--- config.mk ---
export PLATFORM = sky130hd
export DESIGN_NAME = exec_sequencer_flat
export DESIGN_NICKNAME = d
export VERILOG_FILES = /design/src/rtl/exec_sequencer_pkg.sv /design/src/rtl/exec_sequencer_if.sv /design/src/rtl/exec_sequencer_reg_file8.sv /design/src/rtl/exec_sequencer.sv /design/src/flat_wrapper.sv
export SDC_FILE = /design/constraint.sdc
export NUM_CORES = 1
export LEC_CHECK = 0
export ABC_AREA = 1
export CORE_UTILIZATION = 57
export CTS_CLUSTER_SIZE = 40
export DETAILED_ROUTE_END_ITERATION = 12
export GPL_ROUTABILITY_DRIVEN = 0
export PLACE_DENSITY = 0.86
export SLEW_MARGIN = 25
export SYNTH_ARGS = -nofsm -noshare
export SYNTH_HDL_FRONTEND = slang
export SYNTH_HIERARCHICAL = 1
export SYNTH_SLANG_ARGS = --single-unit
--- constraint.sdc ---
create_clock -name clk -period 2.8 [get_ports clk]
set_input_delay 0.56 -clock clk [delete_from_list [all_inputs] [get_ports clk]]
set_output_delay 0.56 -clock clk [all_outputs]
set_load 0.02 [all_outputs]
--- src/rtl/exec_sequencer_pkg.sv ---
// Shared types and constants for the execute sequencer: FSM states, status bit
// positions and the status-update rule applied at writeback.
package exec_pkg;

  typedef enum logic [1:0] {
    IDLE = 2'd0,
    READ = 2'd1,
    EXEC = 2'd2,
    WB   = 2'd3
  } seqState_t;

  localparam int V_BIT = 3;
  localparam int C_BIT = 2;
  localparam int N_BIT = 1;
  localparam int Z_BIT = 0;
  localparam int FUNSEL_LOGIC_BIT = 3;

  // Arithmetic ops take all four flags from the function unit; logic/shift ops
  // keep V and C and derive N/Z from the captured result.
  function automatic logic [3:0] nextStatus(
    input logic       logicOp,
    input logic [3:0] oldStatus,
    input logic [3:0] fuFlags,
    input logic       resultMsb,
    input logic       resultZero
  );
    logic [3:0] ns;
    if (!logicOp) begin
      ns = fuFlags;
    end else begin
      ns        = oldStatus;
      ns[N_BIT] = resultMsb;
      ns[Z_BIT] = resultZero;
    end
    return ns;
  endfunction

endpackage

--- src/rtl/exec_sequencer_if.sv ---
// Instruction, function-unit and debug signals between the sequencer (slave)
// and its surroundings (master).
interface exec_sequencer_if #(
  parameter int size = 8
);
  logic            instr_valid;
  logic            instr_ready;
  logic            instr_ldi;
  logic [3:0]      instr_funsel;
  logic [2:0]      instr_dst;
  logic [2:0]      instr_srcA;
  logic [2:0]      instr_srcB;
  logic [size-1:0] instr_imm;
  logic [3:0]      fu_FunSel;
  logic [size-1:0] fu_dataA;
  logic [size-1:0] fu_dataB;
  logic [size-1:0] fu_out;
  logic            fu_V;
  logic            fu_C;
  logic            fu_N;
  logic            fu_Z;
  logic [3:0]      status;
  logic            done;
  logic [2:0]      dbg_addr;
  logic [size-1:0] dbg_data;

  modport slave (
    input  instr_valid, instr_ldi, instr_funsel, instr_dst, instr_srcA, instr_srcB,
           instr_imm, fu_out, fu_V, fu_C, fu_N, fu_Z, dbg_addr,
    output instr_ready, fu_FunSel, fu_dataA, fu_dataB, status, done, dbg_data
  );

  modport master (
    output instr_valid, instr_ldi, instr_funsel, instr_dst, instr_srcA, instr_srcB,
           instr_imm, fu_out, fu_V, fu_C, fu_N, fu_Z, dbg_addr,
    input  instr_ready, fu_FunSel, fu_dataA, fu_dataB, status, done, dbg_data
  );
endinterface

--- src/rtl/exec_sequencer_reg_file8.sv ---
// Register file: one write port, two combinational read ports and a registered
// read-before-write debug port. R0 is never written and always reads zero.
module reg_file8 #(
  parameter int size = 8,
  parameter int REGS = 8
) (
  input  logic            clk,
  input  logic            rst,
  input  logic            wrEn,
  input  logic [2:0]      wrAddr,
  input  logic [size-1:0] wrData,
  input  logic [2:0]      rdAddrA,
  output logic [size-1:0] rdDataA,
  input  logic [2:0]      rdAddrB,
  output logic [size-1:0] rdDataB,
  input  logic [2:0]      dbgAddr,
  output logic [size-1:0] dbgData
);
  logic [size-1:0] regs [REGS];

  always_ff @(posedge clk) begin
    if (rst) begin
      for (int i = 0; i < REGS; i++) begin
        regs[i] <= '0;
      end
      dbgData <= '0;
    end else begin
      if (wrEn && (wrAddr != 3'd0)) begin
        regs[wrAddr] <= wrData;
      end
      dbgData <= regs[dbgAddr];
    end
  end

  assign rdDataA = (rdAddrA == 3'd0) ? '0 : regs[rdAddrA];
  assign rdDataB = (rdAddrB == 3'd0) ? '0 : regs[rdAddrB];
endmodule

--- src/rtl/exec_sequencer.sv ---
// Multi-cycle execute controller in front of the function unit (IDLE/READ/EXEC/WB).
// Optional EXEC_SEQ_STICKY_V_EN adds a v_sticky output latching any arithmetic V=1.
module exec_sequencer
  import exec_pkg::*;
#(
  parameter int size = 8,
  parameter int REGS = 8
) (
  input  logic               clk,
  input  logic               rst,
`ifdef EXEC_SEQ_STICKY_V_EN
  output logic               v_sticky,
`endif
  exec_sequencer_if.slave    bus
);
  seqState_t       stateReg;
  logic            readyReg;
  logic            doneReg;
  logic            ldiReg;
  logic [3:0]      funselReg;
  logic [2:0]      dstReg;
  logic [2:0]      srcAReg;
  logic [2:0]      srcBReg;
  logic [size-1:0] immReg;
  logic [size-1:0] resultReg;
  logic [3:0]      flagsReg;
  logic [3:0]      statusReg;
  logic [3:0]      fuFunSelReg;
  logic [size-1:0] fuDataAReg;
  logic [size-1:0] fuDataBReg;

  logic            wrEn;
  logic [size-1:0] wrData;
  logic [size-1:0] rdDataA;
  logic [size-1:0] rdDataB;

  assign wrEn   = (stateReg == WB);
  assign wrData = ldiReg ? immReg : resultReg;

  reg_file8 #(
    .size (size),
    .REGS (REGS)
  ) uRegFile (
    .clk     (clk),
    .rst     (rst),
    .wrEn    (wrEn),
    .wrAddr  (dstReg),
    .wrData  (wrData),
    .rdAddrA (srcAReg),
    .rdDataA (rdDataA),
    .rdAddrB (srcBReg),
    .rdDataB (rdDataB),
    .dbgAddr (bus.dbg_addr),
    .dbgData (bus.dbg_data)
  );

  always_ff @(posedge clk) begin
    if (rst) begin
      stateReg    <= IDLE;
      readyReg    <= 1'b1;
      doneReg     <= 1'b0;
      ldiReg      <= 1'b0;
      funselReg   <= '0;
      dstReg      <= '0;
      srcAReg     <= '0;
      srcBReg     <= '0;
      immReg      <= '0;
      resultReg   <= '0;
      flagsReg    <= '0;
      statusReg   <= '0;
      fuFunSelReg <= '0;
      fuDataAReg  <= '0;
      fuDataBReg  <= '0;
    end else begin
      doneReg <= 1'b0;
      case (stateReg)
        IDLE: begin
          if (bus.instr_valid) begin
            ldiReg    <= bus.instr_ldi;
            funselReg <= bus.instr_funsel;
            dstReg    <= bus.instr_dst;
            srcAReg   <= bus.instr_srcA;
            srcBReg   <= bus.instr_srcB;
            immReg    <= bus.instr_imm;
            readyReg  <= 1'b0;
            stateReg  <= bus.instr_ldi ? WB : READ;
          end
        end
        READ: begin
          fuDataAReg  <= rdDataA;
          fuDataBReg  <= rdDataB;
          fuFunSelReg <= funselReg;
          stateReg    <= EXEC;
        end
        EXEC: begin
          resultReg <= bus.fu_out;
          flagsReg  <= {bus.fu_V, bus.fu_C, bus.fu_N, bus.fu_Z};
          stateReg  <= WB;
        end
        WB: begin
          // The register write itself happens in the register file this same edge.
          if (!ldiReg) begin
            statusReg <= nextStatus(funselReg[FUNSEL_LOGIC_BIT], statusReg, flagsReg,
                                    resultReg[size-1], (resultReg == '0));
          end
          doneReg  <= 1'b1;
          readyReg <= 1'b1;
          stateReg <= IDLE;
        end
        default: stateReg <= IDLE;
      endcase
    end
  end

`ifdef EXEC_SEQ_STICKY_V_EN
  logic vStickyReg;

  always_ff @(posedge clk) begin
    if (rst) begin
      vStickyReg <= 1'b0;
    end else if (stateReg == WB) begin
      if (ldiReg && (dstReg == 3'd0)) begin
        vStickyReg <= 1'b0;
      end else if (!ldiReg && !funselReg[FUNSEL_LOGIC_BIT] && flagsReg[V_BIT]) begin
        vStickyReg <= 1'b1;
      end
    end
  end

  assign v_sticky = vStickyReg;
`else
  // Without the sticky option, V is only visible through the status register.
`endif

  assign bus.instr_ready = readyReg;
  assign bus.done        = doneReg;
  assign bus.status      = statusReg;
  assign bus.fu_FunSel   = fuFunSelReg;
  assign bus.fu_dataA    = fuDataAReg;
  assign bus.fu_dataB    = fuDataBReg;
endmodule

--- src/flat_wrapper.sv ---
// flat-port wrapper written by rule: the top's interface ports become plain ports
module exec_sequencer_flat import exec_pkg::*;
#(
  parameter int size = 8,
  parameter int REGS = 8
)
  (clk, rst, bus_instr_valid, bus_instr_ldi, bus_instr_funsel, bus_instr_dst, bus_instr_srcA, bus_instr_srcB, bus_instr_imm, bus_fu_out, bus_fu_V, bus_fu_C, bus_fu_N, bus_fu_Z, bus_dbg_addr, bus_instr_ready, bus_fu_FunSel, bus_fu_dataA, bus_fu_dataB, bus_status, bus_done, bus_dbg_data);
  exec_sequencer_if #(.size(size)) bus_i ();
  input  logic clk;
  input  logic rst;
  input wire logic [$bits(bus_i.instr_valid)-1:0] bus_instr_valid;
  input wire logic [$bits(bus_i.instr_ldi)-1:0] bus_instr_ldi;
  input wire logic [$bits(bus_i.instr_funsel)-1:0] bus_instr_funsel;
  input wire logic [$bits(bus_i.instr_dst)-1:0] bus_instr_dst;
  input wire logic [$bits(bus_i.instr_srcA)-1:0] bus_instr_srcA;
  input wire logic [$bits(bus_i.instr_srcB)-1:0] bus_instr_srcB;
  input wire logic [$bits(bus_i.instr_imm)-1:0] bus_instr_imm;
  input wire logic [$bits(bus_i.fu_out)-1:0] bus_fu_out;
  input wire logic [$bits(bus_i.fu_V)-1:0] bus_fu_V;
  input wire logic [$bits(bus_i.fu_C)-1:0] bus_fu_C;
  input wire logic [$bits(bus_i.fu_N)-1:0] bus_fu_N;
  input wire logic [$bits(bus_i.fu_Z)-1:0] bus_fu_Z;
  input wire logic [$bits(bus_i.dbg_addr)-1:0] bus_dbg_addr;
  output wire logic [$bits(bus_i.instr_ready)-1:0] bus_instr_ready;
  output wire logic [$bits(bus_i.fu_FunSel)-1:0] bus_fu_FunSel;
  output wire logic [$bits(bus_i.fu_dataA)-1:0] bus_fu_dataA;
  output wire logic [$bits(bus_i.fu_dataB)-1:0] bus_fu_dataB;
  output wire logic [$bits(bus_i.status)-1:0] bus_status;
  output wire logic [$bits(bus_i.done)-1:0] bus_done;
  output wire logic [$bits(bus_i.dbg_data)-1:0] bus_dbg_data;
  assign bus_i.instr_valid = bus_instr_valid;
  assign bus_i.instr_ldi = bus_instr_ldi;
  assign bus_i.instr_funsel = bus_instr_funsel;
  assign bus_i.instr_dst = bus_instr_dst;
  assign bus_i.instr_srcA = bus_instr_srcA;
  assign bus_i.instr_srcB = bus_instr_srcB;
  assign bus_i.instr_imm = bus_instr_imm;
  assign bus_i.fu_out = bus_fu_out;
  assign bus_i.fu_V = bus_fu_V;
  assign bus_i.fu_C = bus_fu_C;
  assign bus_i.fu_N = bus_fu_N;
  assign bus_i.fu_Z = bus_fu_Z;
  assign bus_i.dbg_addr = bus_dbg_addr;
  assign bus_instr_ready = bus_i.instr_ready;
  assign bus_fu_FunSel = bus_i.fu_FunSel;
  assign bus_fu_dataA = bus_i.fu_dataA;
  assign bus_fu_dataB = bus_i.fu_dataB;
  assign bus_status = bus_i.status;
  assign bus_done = bus_i.done;
  assign bus_dbg_data = bus_i.dbg_data;
  exec_sequencer #(.size(size), .REGS(REGS)) u_core (.clk(clk), .rst(rst), .bus(bus_i));
endmodule
==> impl_metrics.env <==
export IMPL_portBuffers=73
export IMPL_leakage_nw=3.727
export IMPL_place_hpwl_mm=13.34
export IMPL_irDropWorstVdd_mv=0.5370
export IMPL_maxCapViolations=0
export IMPL_drt_initial_drc_count=1016
export IMPL_setup_violations=0
export IMPL_firstDrtPassIters=6
export IMPL_final_nets=1077
export IMPL_nFillCells=961
export IMPL_start_util=0.5888
export IMPL_place_ws_ns=0.4456
export IMPL_clockRootBuffer="clkbuf_16"
export IMPL_groute_usage_overall=0.3208
export IMPL_critPathCaptureType="flip-flop"
export IMPL_drc=0
export IMPL_synth_warnings=6
export IMPL_synth_compound_area_frac=0.07860
export IMPL_grt_first_pass_wirelength_mm=31.37
export IMPL_ys_ff_latch=134
export IMPL_relSlewSlack=0.5441
export IMPL_netlist_top_cells_count="nand2_1 (261), nor2_1 (187), nand3_1 (97)"
export IMPL_hold_viol_final=0
export IMPL_cts_buffers=17
export IMPL_io_pins=74
export IMPL_synthTopCellsByArea="edfxtp_1 (27%), dfxtp_1 (20%), nand2_1 (14%)"
export IMPL_tightest_slew_ns=0.6839
export IMPL_hold_slack_ns=0.4835
export IMPL_hold_buffers=0
export IMPL_criticalPathCategory="flip-flop to flip-flop"
export IMPL_avgSynthCellArea_um2=7.322
export IMPL_num_rows=40
export IMPL_yosysMostFrequentCell="nand2_1"
export IMPL_detail_route_antenna_nets=0
export IMPL_antenna_found_initial=0
export IMPL_globalRoute_totalOverflow=0
export IMPL_path_max_fanout=18
export IMPL_synthAdderAreaFrac=0.008772
export IMPL_via_per_inst=5.552
export IMPL_clock_latency_ns=0.42
export IMPL_synth_simple_gate_area_frac=0.3409
export IMPL_antenna_cells=0
export IMPL_synthCells=974
export IMPL_via_count=6735
export IMPL_routed_wl_mm=19.57
export IMPL_core_um2=12110
export IMPL_power_density_nw_per_um2=769.9
export IMPL_dieArea_um2=12960
export IMPL_cts_sinks=134
export IMPL_areaGrowthSynthToFinish_pct=18.51
export IMPL_first_global_vias=6161
export IMPL_clk_pin_slew_ns=0.06
export IMPL_rsz0062_at_grt="no"
export IMPL_die_h_um=113.9
export IMPL_post_synth_xor_area_fraction=0
export IMPL_startpoint_type="flip-flop"
export IMPL_grt_max_degree=33
export IMPL_fin_crit_ns=2.066
export IMPL_maxSlewViolCount=0
export IMPL_hold_path_class="flip-flop to flip-flop"
export IMPL_layout_drive_gt1_share=0.07273
export IMPL_synth_top_area_share=0.2695
export IMPL_yosysTopAreaCell="edfxtp_1"
export IMPL_synth_top_flop_cell="dfxtp_1"
export IMPL_postCtsResizedCells=0
export IMPL_finalClockSkew_ns=0.007982
export IMPL_arrival_ns=2.19
export IMPL_tritoncts="built"
export IMPL_fmax_ghz=0.4841
export IMPL_synth_mux_area_frac=0
export IMPL_max_clock_path_buffers=2
export IMPL_netlist_cell_type_count=26
export IMPL_synth_seq_area_share=0.4660
export IMPL_cp_data_required_time_ns=2.92
export IMPL_chipWidth_um=113.9
export IMPL_timing_setup_tns_ns=0
export IMPL_setup_slack_ns=0.7343
export IMPL_synth_edf_count=64
export IMPL_syn_area_um2=7132
export IMPL_period_share=0.7377
export IMPL_async_reset_ff_frac=0
export IMPL_outcome="complete, no violations"
export IMPL_wire_per_inst_um=16.13
export IMPL_postCtsSetupBuffers=0
export IMPL_cts_htree_levels=4
export IMPL_synth_top_family_by_area="simple AND/OR/NAND/NOR gates"
[cells by family (layout without fill, tap and decap cells)]
logic type | count (synthesis) | after routing
AO/OA/AOI/OAI | 102 | 102
adder cells (fa/ha/maj) | 5 | 5
buffers and inverters | 160 | 224
flip-flops | 134 | 134
other | 1 | 8
AND/OR/NAND/NOR | 572 | 572
[power breakdown]
group,internal (W),switching (W)
Sequential,0.00229,0.000191
Combinational,0.000628,0.00123
Clock,0.00135,0.000817
Total,0.00427,0.00224
[state kept, by name, indices dropped and copies added, names as in the netlist]
signal                   flops
u_core/bus.fu_FunSel         4
u_core/srcAReg               3
u_core/stateReg              2
u_core/uRegFile/regs        64
u_core/flagsReg              4
u_core/bus.fu_dataB          8
u_core/bus.instr_ready       1
u_core/funselReg             4
u_core/resultReg             8
u_core/bus.fu_dataA          8
u_core/srcBReg               3
u_core/bus.status            4
u_core/uRegFile/dbgData      8
u_core/dstReg                3
u_core/ldiReg                1
u_core/immReg                8
u_core/bus.done              1
[cell usage in the layout (no fill, tap or decap), drive strengths merged]
master and n:
clkbuf 21, nand3 97, o21ai 68, dfxtp 70, conb 8, nor3 16
nand4 5, clkinv 6, edfxtp 64, nor2 188, ha 5, clkdlybuf4s50 73
bufinv 1, a21oi 14, buf 16, nand2 266, inv 107, o211ai 20
[cell type report]
cell class	instances	area, um^2	share of cell area
flip-flops and latches	134	3323	0.3932
multi-input cells	687	3084	0.3649
repair buffers	89	863.3	0.1021
clock buffers	21	493.0	0.05833
inverters	103	386.6	0.04574
well taps	168	210.2	0.02487
clock inverters	11	91.34	0.01081
[per-layer routing]
| metal | global-route usage | routed length, um | vias up | share of wire |
|---|---|---|---|---|
| li1 | - | - | 3213 | - |
| met2 | 0.5037 | 8925 | 409 | 0.46 |
| met1 | 0.4204 | 7797 | 3040 | 0.40 |
| met3 | 0.07864 | 2011 | 73 | 0.10 |
| met4 | 0.1481 | 831 | 0 | 0.042 |
| met5 | 0 | 0 | - | 0 |
[worst paths after layout]
path / from / slack [ns] / cells after the start / end
setup / recovery: u_core/stateReg[1]$_SDFFE_PP0P_ / 0.73 / 6 / u_core/uRegFile/regs[3][0]$_SDFFCE_PN0P_
hold / removal: u_core/immReg[2]$_SDFFE_PP0P_ / 0.48 / 2 / u_core/immReg[2]$_SDFFE_PP0P_
setup reg to reg: u_core/stateReg[1]$_SDFFE_PP0P_ / 0.73 / 6 / u_core/uRegFile/regs[3][0]$_SDFFCE_PN0P_
hold reg to reg: u_core/immReg[2]$_SDFFE_PP0P_ / 0.48 / 2 / u_core/immReg[2]$_SDFFE_PP0P_
[through the flow]
| stage | utilization | std cells | total power [W] | instance area [um^2] |
|---|---|---|---|---|
| 6_report | 0.6978 | 1213 | 0.006507 | 8452 |
| 5_1_grt | 0.6978 | 1213 | 0.006821 | 8452 |
| 4_1_cts | 0.6978 | 1213 | 0.006475 | 8452 |
| 3_5_place_dp | 0.6496 | 1181 | 0.004312 | 7868 |
| 3_3_place_gp | 0.6496 | 1181 | 0.004257 | 7868 |
| 2_1_floorplan | - | 981 | 0.003727 | 7158 |
[critical path: stages, from the launching register on]
cell and delay, ns:
dfxtp_1 0.37, ha_1 0.27, inv_1 0.10, nor2_4 0.30, nand2_4 0.24, o21ai_0 0.28
buf_4 0.22
Note: power is estimated with default switching activity, not from simulation.
